File: config.mk
export PLATFORM = sky130hd
export DESIGN_NAME = cpu_addr_seq
export DESIGN_NICKNAME = d
export VERILOG_FILES = /design/src/rtl/cpu_pkg.sv /design/src/rtl/cpu_addr_add.sv /design/src/rtl/cpu_addr_seq.sv
export SDC_FILE = /design/constraint.sdc
export NUM_CORES = 1
export LEC_CHECK = 0
export BUFFER_PORTS_ARGS = -buffer_cell sky130_fd_sc_hd__buf_4
export CORE_UTILIZATION = 40
export CTS_CLUSTER_DIAMETER = 50
export DETAILED_ROUTE_END_ITERATION = 6
export PLACE_DENSITY = 0.57
export SLEW_MARGIN = 10
export SYNTH_ARGS = -nofsm -noshare
export SYNTH_HDL_FRONTEND = slang
export SYNTH_SLANG_ARGS = --single-unit
File: constraint.sdc
create_clock -name clk -period 9.9 [get_ports clk]
set_clock_uncertainty 0.15 [all_clocks]
set_input_delay 0.495 -clock clk [delete_from_list [all_inputs] [get_ports clk]]
set_output_delay 0.495 -clock clk [all_outputs]
set_load 0.02 [all_outputs]
File: src/rtl/cpu_pkg.sv
// Shared types for the 6502-style CPU core: addressing modes, address-sequencer
// states and the per-mode operand byte count.
package cpu_pkg;

  typedef enum logic [2:0] {
    ZP      = 3'd0,
    ZP_IDX  = 3'd1,
    ABS     = 3'd2,
    ABS_IDX = 3'd3,
    IND_X   = 3'd4,
    IND_Y   = 3'd5,
    IND     = 3'd6,
    RSV     = 3'd7
  } adr_mode_t;

  typedef enum logic [2:0] {
    IDLE     = 3'd0,
    OP_LO    = 3'd1,
    OP_HI    = 3'd2,
    PTR_CALC = 3'd3,
    PTR_LO   = 3'd4,
    PTR_HI   = 3'd5,
    FIX      = 3'd6,
    DONE     = 3'd7
  } addr_seq_state_t;

  // Operand bytes following the opcode; the reserved mode is treated as one byte.
  function automatic logic [1:0] op_count(input adr_mode_t m);
    case (m)
      ABS, ABS_IDX, IND: op_count = 2'd2;
      default:           op_count = 2'd1;
    endcase
  endfunction

  function automatic logic is_ptr_mode(input adr_mode_t m);
    is_ptr_mode = (m == IND_X) || (m == IND_Y) || (m == IND);
  endfunction

endpackage

File: src/rtl/cpu_addr_add.sv
// Combinational {hi,lo}+index adder with carry into the high byte, or a
// zero-page-wrapped low-byte sum when zp_wrap is set.
module cpu_addr_add #(
  parameter int DATA_W = 8,
  parameter int ADDR_W = 16
) (
  input  logic [DATA_W-1:0] hi,
  input  logic [DATA_W-1:0] lo,
  input  logic [DATA_W-1:0] index,
  input  logic              zp_wrap,
  output logic [ADDR_W-1:0] sum,
  output logic              carry
);

  logic [DATA_W:0] lo_sum;

  // NOTE: every output of a combinational block gets a value on every path
  // (defaults first); otherwise synthesis infers a latch.
  always_comb begin
    lo_sum = {1'b0, lo} + {1'b0, index};
    sum    = {{DATA_W{1'b0}}, lo_sum[DATA_W-1:0]};
    carry  = 1'b0;
    if (!zp_wrap) begin
      sum   = {hi + DATA_W'(lo_sum[DATA_W]), lo_sum[DATA_W-1:0]};
      carry = lo_sum[DATA_W];
    end
  end

endmodule

File: src/rtl/cpu_addr_seq.sv
// Effective-address sequencer: fetches operand and pointer bytes over a
// registered read port and reports ea, pc_next and page_cross with a pulse.
module cpu_addr_seq
  import cpu_pkg::*;
#(
  parameter int DATA_W       = 8,
  parameter int ADDR_W       = 16,
  parameter int PAGE_PENALTY = 1,
  parameter int NMOS_JMP_BUG = 1
) (
  input  logic              clk,
  input  logic              reset,
  input  logic              start,
  input  logic [2:0]        mode,
  input  logic [DATA_W-1:0] index,
  input  logic [ADDR_W-1:0] pc,
  output logic              busy,
  output logic              mem_rd,
  output logic [ADDR_W-1:0] mem_adr,
  input  logic [DATA_W-1:0] mem_rdata,
  output logic              ea_valid,
  output logic [ADDR_W-1:0] ea,
  output logic [ADDR_W-1:0] pc_next,
  output logic              page_cross
);

  if (ADDR_W != 2 * DATA_W) begin : g_width_check
    $error("cpu_addr_seq: ADDR_W (%0d) must equal 2*DATA_W (%0d)", ADDR_W, 2 * DATA_W);
  end

  addr_seq_state_t   state;
  adr_mode_t         mode_r;
  adr_mode_t         mode_in;
  logic [DATA_W-1:0] index_r;
  logic [DATA_W-1:0] opnd_lo;
  logic [DATA_W-1:0] ptr_lo_data;
  logic [ADDR_W-1:0] pc_r;
  logic [ADDR_W-1:0] ptr_r;
  logic [ADDR_W-1:0] ptr_inc;
  logic              ptr_phase;
  logic              two_byte;

  logic [DATA_W-1:0] add_hi;
  logic [DATA_W-1:0] add_lo;
  logic [DATA_W-1:0] add_idx;
  logic              add_zp;
  logic [ADDR_W-1:0] add_sum;
  logic              add_carry;

  assign mode_in  = adr_mode_t'(mode);
  assign two_byte = (op_count(mode_r) == 2'd2);
  assign busy     = (state != IDLE);

  // The adder always sees the byte arriving this cycle; ptr_phase tells
  // whether that byte closes the operand or the pointer fetch.
  always_comb begin
    add_hi  = '0;
    add_lo  = mem_rdata;
    add_idx = '0;
    add_zp  = 1'b1;
    if (ptr_phase) begin
      add_hi = mem_rdata;
      add_lo = ptr_lo_data;
      add_zp = 1'b0;
      if (mode_r == IND_Y) add_idx = index_r;
    end else if (two_byte) begin
      add_hi = mem_rdata;
      add_lo = opnd_lo;
      add_zp = 1'b0;
      if (mode_r == ABS_IDX) add_idx = index_r;
    end else if (mode_r == ZP_IDX || mode_r == IND_X) begin
      add_idx = index_r;
    end
  end

  cpu_addr_add #(
    .DATA_W(DATA_W),
    .ADDR_W(ADDR_W)
  ) u_add (
    .hi     (add_hi),
    .lo     (add_lo),
    .index  (add_idx),
    .zp_wrap(add_zp),
    .sum    (add_sum),
    .carry  (add_carry)
  );

  // Second pointer byte: zero-page pointers wrap in page zero; the NMOS JMP
  // quirk wraps within the pointer's own page instead of carrying.
  always_comb begin
    ptr_inc = {{DATA_W{1'b0}}, ptr_r[DATA_W-1:0] + DATA_W'(1)};
    if (mode_r == IND) begin
      if (NMOS_JMP_BUG != 0) ptr_inc = {ptr_r[ADDR_W-1:DATA_W], ptr_r[DATA_W-1:0] + DATA_W'(1)};
      else                   ptr_inc = ptr_r + ADDR_W'(1);
    end
  end

  // NOTE: sequential state is written with <= so every register samples the
  // pre-edge values regardless of statement order.
  always_ff @(posedge clk or posedge reset) begin
    if (reset) begin
      state       <= IDLE;
      mode_r      <= ZP;
      index_r     <= '0;
      pc_r        <= '0;
      opnd_lo     <= '0;
      ptr_lo_data <= '0;
      ptr_r       <= '0;
      ptr_phase   <= 1'b0;
      mem_rd      <= 1'b0;
      mem_adr     <= '0;
      ea_valid    <= 1'b0;
      ea          <= '0;
      pc_next     <= '0;
      page_cross  <= 1'b0;
    end else begin
      mem_rd   <= 1'b0;
      ea_valid <= 1'b0;
      case (state)
        IDLE: begin
          if (start) begin
            mode_r     <= mode_in;
            index_r    <= index;
            pc_r       <= pc;
            ptr_phase  <= 1'b0;
            page_cross <= 1'b0;
            pc_next    <= pc + ADDR_W'(op_count(mode_in));
            if (mode_in == RSV) begin
              ea       <= '0;
              ea_valid <= 1'b1;
              state    <= DONE;
            end else begin
              mem_rd  <= 1'b1;
              mem_adr <= pc;
              state   <= OP_LO;
            end
          end
        end
        OP_LO: begin
          if (two_byte) begin
            mem_rd  <= 1'b1;
            mem_adr <= pc_r + ADDR_W'(1);
            state   <= OP_HI;
          end else begin
            state <= PTR_CALC;
          end
        end
        OP_HI: begin
          opnd_lo <= mem_rdata;
          state   <= PTR_CALC;
        end
        PTR_CALC: begin
          if (!ptr_phase && is_ptr_mode(mode_r)) begin
            ptr_r     <= add_sum;
            mem_rd    <= 1'b1;
            mem_adr   <= add_sum;
            ptr_phase <= 1'b1;
            state     <= PTR_LO;
          end else begin
            ea         <= add_sum;
            page_cross <= add_carry;
            if (add_carry && PAGE_PENALTY != 0) begin
              state <= FIX;
            end else begin
              ea_valid <= 1'b1;
              state    <= DONE;
            end
          end
        end
        PTR_LO: begin
          mem_rd  <= 1'b1;
          mem_adr <= ptr_inc;
          state   <= PTR_HI;
        end
        PTR_HI: begin
          ptr_lo_data <= mem_rdata;
          state       <= PTR_CALC;
        end
        FIX: begin
          ea_valid <= 1'b1;
          state    <= DONE;
        end
        DONE:    state <= IDLE;
        default: state <= IDLE;
      endcase
    end
  end

endmodule
==> impl_metrics.env <==
export IMPL_rsz0062_at_grt="no"
export IMPL_avgViaCountPerCell=5.476
export IMPL_synth_fp_nets=674
export IMPL_io_buffers=89
export IMPL_busiest_layer="met2"
export IMPL_ys_seq_elements=114
export IMPL_tns_ns=0
export IMPL_fin_nets=758
export IMPL_grt_pass1_wl_um=26900
export IMPL_numCtsBuffers=17
export IMPL_cts_tree="built"
export IMPL_slew_viol_final=0
export IMPL_dieHeight_um=126.7
export IMPL_syn_avg_cell_area_um2=10.03
export IMPL_clkSlewWorstSetupHoldPaths_ns=0.06
export IMPL_syn_instance_count=620
export IMPL_gr_usage_met1_pct=29.55
export IMPL_synth_flop_cell="dfrtp_1"
export IMPL_core_um2=15200
export IMPL_post_place_cells=872
export IMPL_drtIter0Drc=333
export IMPL_synthToLayoutAreaGrowth_pct=21.65
export IMPL_wl_per_cell_um=18.17
export IMPL_hp_start="index[1]"
export IMPL_drt_first_pass_iters=7
export IMPL_whs_path_depth=2
export IMPL_use_met3_pct=4.429
export IMPL_crit_path_start_kind="register"
export IMPL_io_pins=90
export IMPL_synth_edf_count=0
export IMPL_crit_path_max_fanout=24
export IMPL_status="completed"
export IMPL_ys_async_sr_fraction_pct=100.0
export IMPL_p_leak_nw=3.339
export IMPL_clkLatencyLatePin_ns=0.41
export IMPL_maxCapViolCount=0
export IMPL_use_met2_pct=35.36
export IMPL_cts_htree_levels=4
export IMPL_grt_max_degree=80
export IMPL_gp_congestion=0.8616
export IMPL_diodes=0
export IMPL_hold_class="in -> reg"
export IMPL_post_route_period_util_pct=48.03
export IMPL_reg2reg_setup_slack_ns=5.15
export IMPL_layout_common_cells="114 x dfrtp_1, 91 x buf_4, 67 x nand2_1"
export IMPL_min_period_ns=4.755
export IMPL_vias=4956
export IMPL_r2r_end="mem_adr[15]"
export IMPL_grt_pass1_vias=4964
export IMPL_drive_above_1_share_pct=25.24
export IMPL_utilization_pct=49.75
export IMPL_cts_setup_buffers=0
export IMPL_cp_required_ns=10.09
export IMPL_remaining_drc_errors=0
export IMPL_hold_viol_final=0
export IMPL_worst_pin_slew_ns=1.023
export IMPL_cts_root_buf="clkbuf_16"
export IMPL_clock_fmax_ghz=0.2103
export IMPL_r2r_start="ptr_phase"
export IMPL_wirelength_um=16440
export IMPL_finalSetupViolations=0
export IMPL_end_kind="register"
export IMPL_clockBufferDepth=2
export IMPL_clock_sinks=114
export IMPL_grt_antenna_before_repair=0
export IMPL_num_rows=45
export IMPL_die_area_um2=16050
export IMPL_yosys_warnings=0
export IMPL_postRouteAntennaNets=0
export IMPL_grt_total_usage_pct=21.91
export IMPL_max_vdd_ir_drop_v=0.0001644
export IMPL_yosysSeqAreaShare_pct=45.88
export IMPL_die_width_um=126.7
export IMPL_critical_path_class="reg -> reg"
export IMPL_whs_endpoint="index_r[1]"
export IMPL_initial_core_util_pct=40.90
export IMPL_dp_hpwl_um=12010
export IMPL_power_density_nw_per_um2=354.6
export IMPL_grt_overflow=0
export IMPL_layout_commonest_cell="dfrtp_1"
export IMPL_fin_cells=905
export IMPL_crit_arrival_ns=4.94
export IMPL_r2r_cells=17
export IMPL_slew_headroom_pct=31.11
export IMPL_critPathLaunch="ptr_phase"
export IMPL_ys_types=62
export IMPL_syn_area_um2=6217
## through the flow
stage	setup WS [ns]	hold slack (ns)	power, mW	instance area (µm²)
finish	5.145	0.1632	2.682	7564
global route	4.728	0.1524	2.871	7564
CTS	5.186	0.1485	2.693	7564
detailed placement	5.250	0.3277	2.109	7004
global placement	5.385	0.3162	2.092	7004
floorplan	6.120	0.2998	1.696	6217
## logic make-up after synthesis
kind of cell	count (synthesis)	synth area share, %
flops	114	45.88
fa+ha+maj	16	3.462
xor+xnor	41	5.776
buf+inv	44	3.180
simple gates	204	16.24
compound gates	143	15.13
mux	58	10.32
## cell type report
| cell class | instances | area (µm²) |
|---|---|---|
| Fill cell | 1438 | 7639 |
| Multi-Input combinational cell | 462 | 3167 |
| Sequential cell | 114 | 2853 |
| Timing Repair Buffer | 92 | 693.2 |
| Clock buffer | 22 | 464.2 |
| Tap cell | 188 | 235.2 |
| Clock inverter | 10 | 85.08 |
| Inverter | 17 | 66.31 |
## synthesized netlist by cell type (4+ instances only)
cell      count  share of area [%]
dfrtp_1     114                 46
nand2_1      67                4.0
nor2_1       56                3.4
mux2_2       49                8.9
a21oi_1      34                2.7
o21ai_0      31                2.5
xnor2_1      22                3.1
xor2_1       19                2.7
buf_2        17                1.4
inv_1        17                1.0
nand3_1      15                1.2
ha_1         14                2.8
a31oi_1      13                1.3
and2_1       12                1.2
a22o_1        9                1.3
mux2i_1       9                1.4
nor3_1        9               0.72
clkbuf_1      8               0.48
nand4_1       8               0.81
o21ai_1       8               0.64
a211oi_1      7               0.85
o31ai_1       6               0.72
a21o_1        5               0.60
a222oi_1      5               0.81
nor2b_1       5               0.50
nor4_1        5               0.50
o21a_1        5               0.60
nand2b_1      4               0.40
## worst max-delay path, cell delays in order (launching register included)
cell and delay, ns:
dfrtp_1 0.64, nand2b_1 0.29, o31ai_1 0.64, and2_1 0.23, ha_1 0.19, inv_1 0.07, fa_1 0.39, nor2b_1 0.16
o21ai_0 0.15, a21oi_1 0.18, a21oi_1 0.17, inv_1 0.11, ha_1 0.20, nand2_1 0.10, or4_1 0.51, a21oi_1 0.25
a21oi_1 0.08, a31oi_1 0.17
## repair_timing
| item | in CTS | in global routing |
|---|---|---|
| hold buffers | 1 | 0 |
| endpoints found under the hold margin | 35 | 0 |
| gates resized for setup | 0 | 0 |
## how the worst max path moves through the flow
stage          cells past startpoint     endpoint  slack, ns
2_1_floorplan                     19  mem_adr[15]       6.12
3_3_place_gp                      17  mem_adr[15]       5.39
3_5_place_dp                      17  mem_adr[15]       5.25
4_1_cts                           17  mem_adr[15]       5.19
5_1_grt                           17  mem_adr[15]       4.73
6_report                          17  mem_adr[15]       5.15
## flip-flops by register name (all words and copies together), names as in the netlist
signal       flops
ptr_r           16
opnd_lo          8
mode_r           3
ea              16
mem_adr         16
index_r          8
mem_rd           1
pc_r            16
pc_next         16
page_cross       1
state            3
ea_valid         1
ptr_lo_data      8
ptr_phase        1
## layer usage
metal  vias up  wire, µm
met1      2419      7860
met5         -         0
met3        18       681
li1       2390         -
met2       129      7667
met4         0       233
## where the power goes
| group | internal [mW] | leakage (nW) | switching (mW) |
|---|---|---|---|
| Sequential | 0.688 | 1.38 | 0.211 |
| Combinational | 0.522 | 1.68 | 0.691 |
| Clock | 0.355 | 0.273 | 0.214 |
Power figures use the tool's default switching activity.
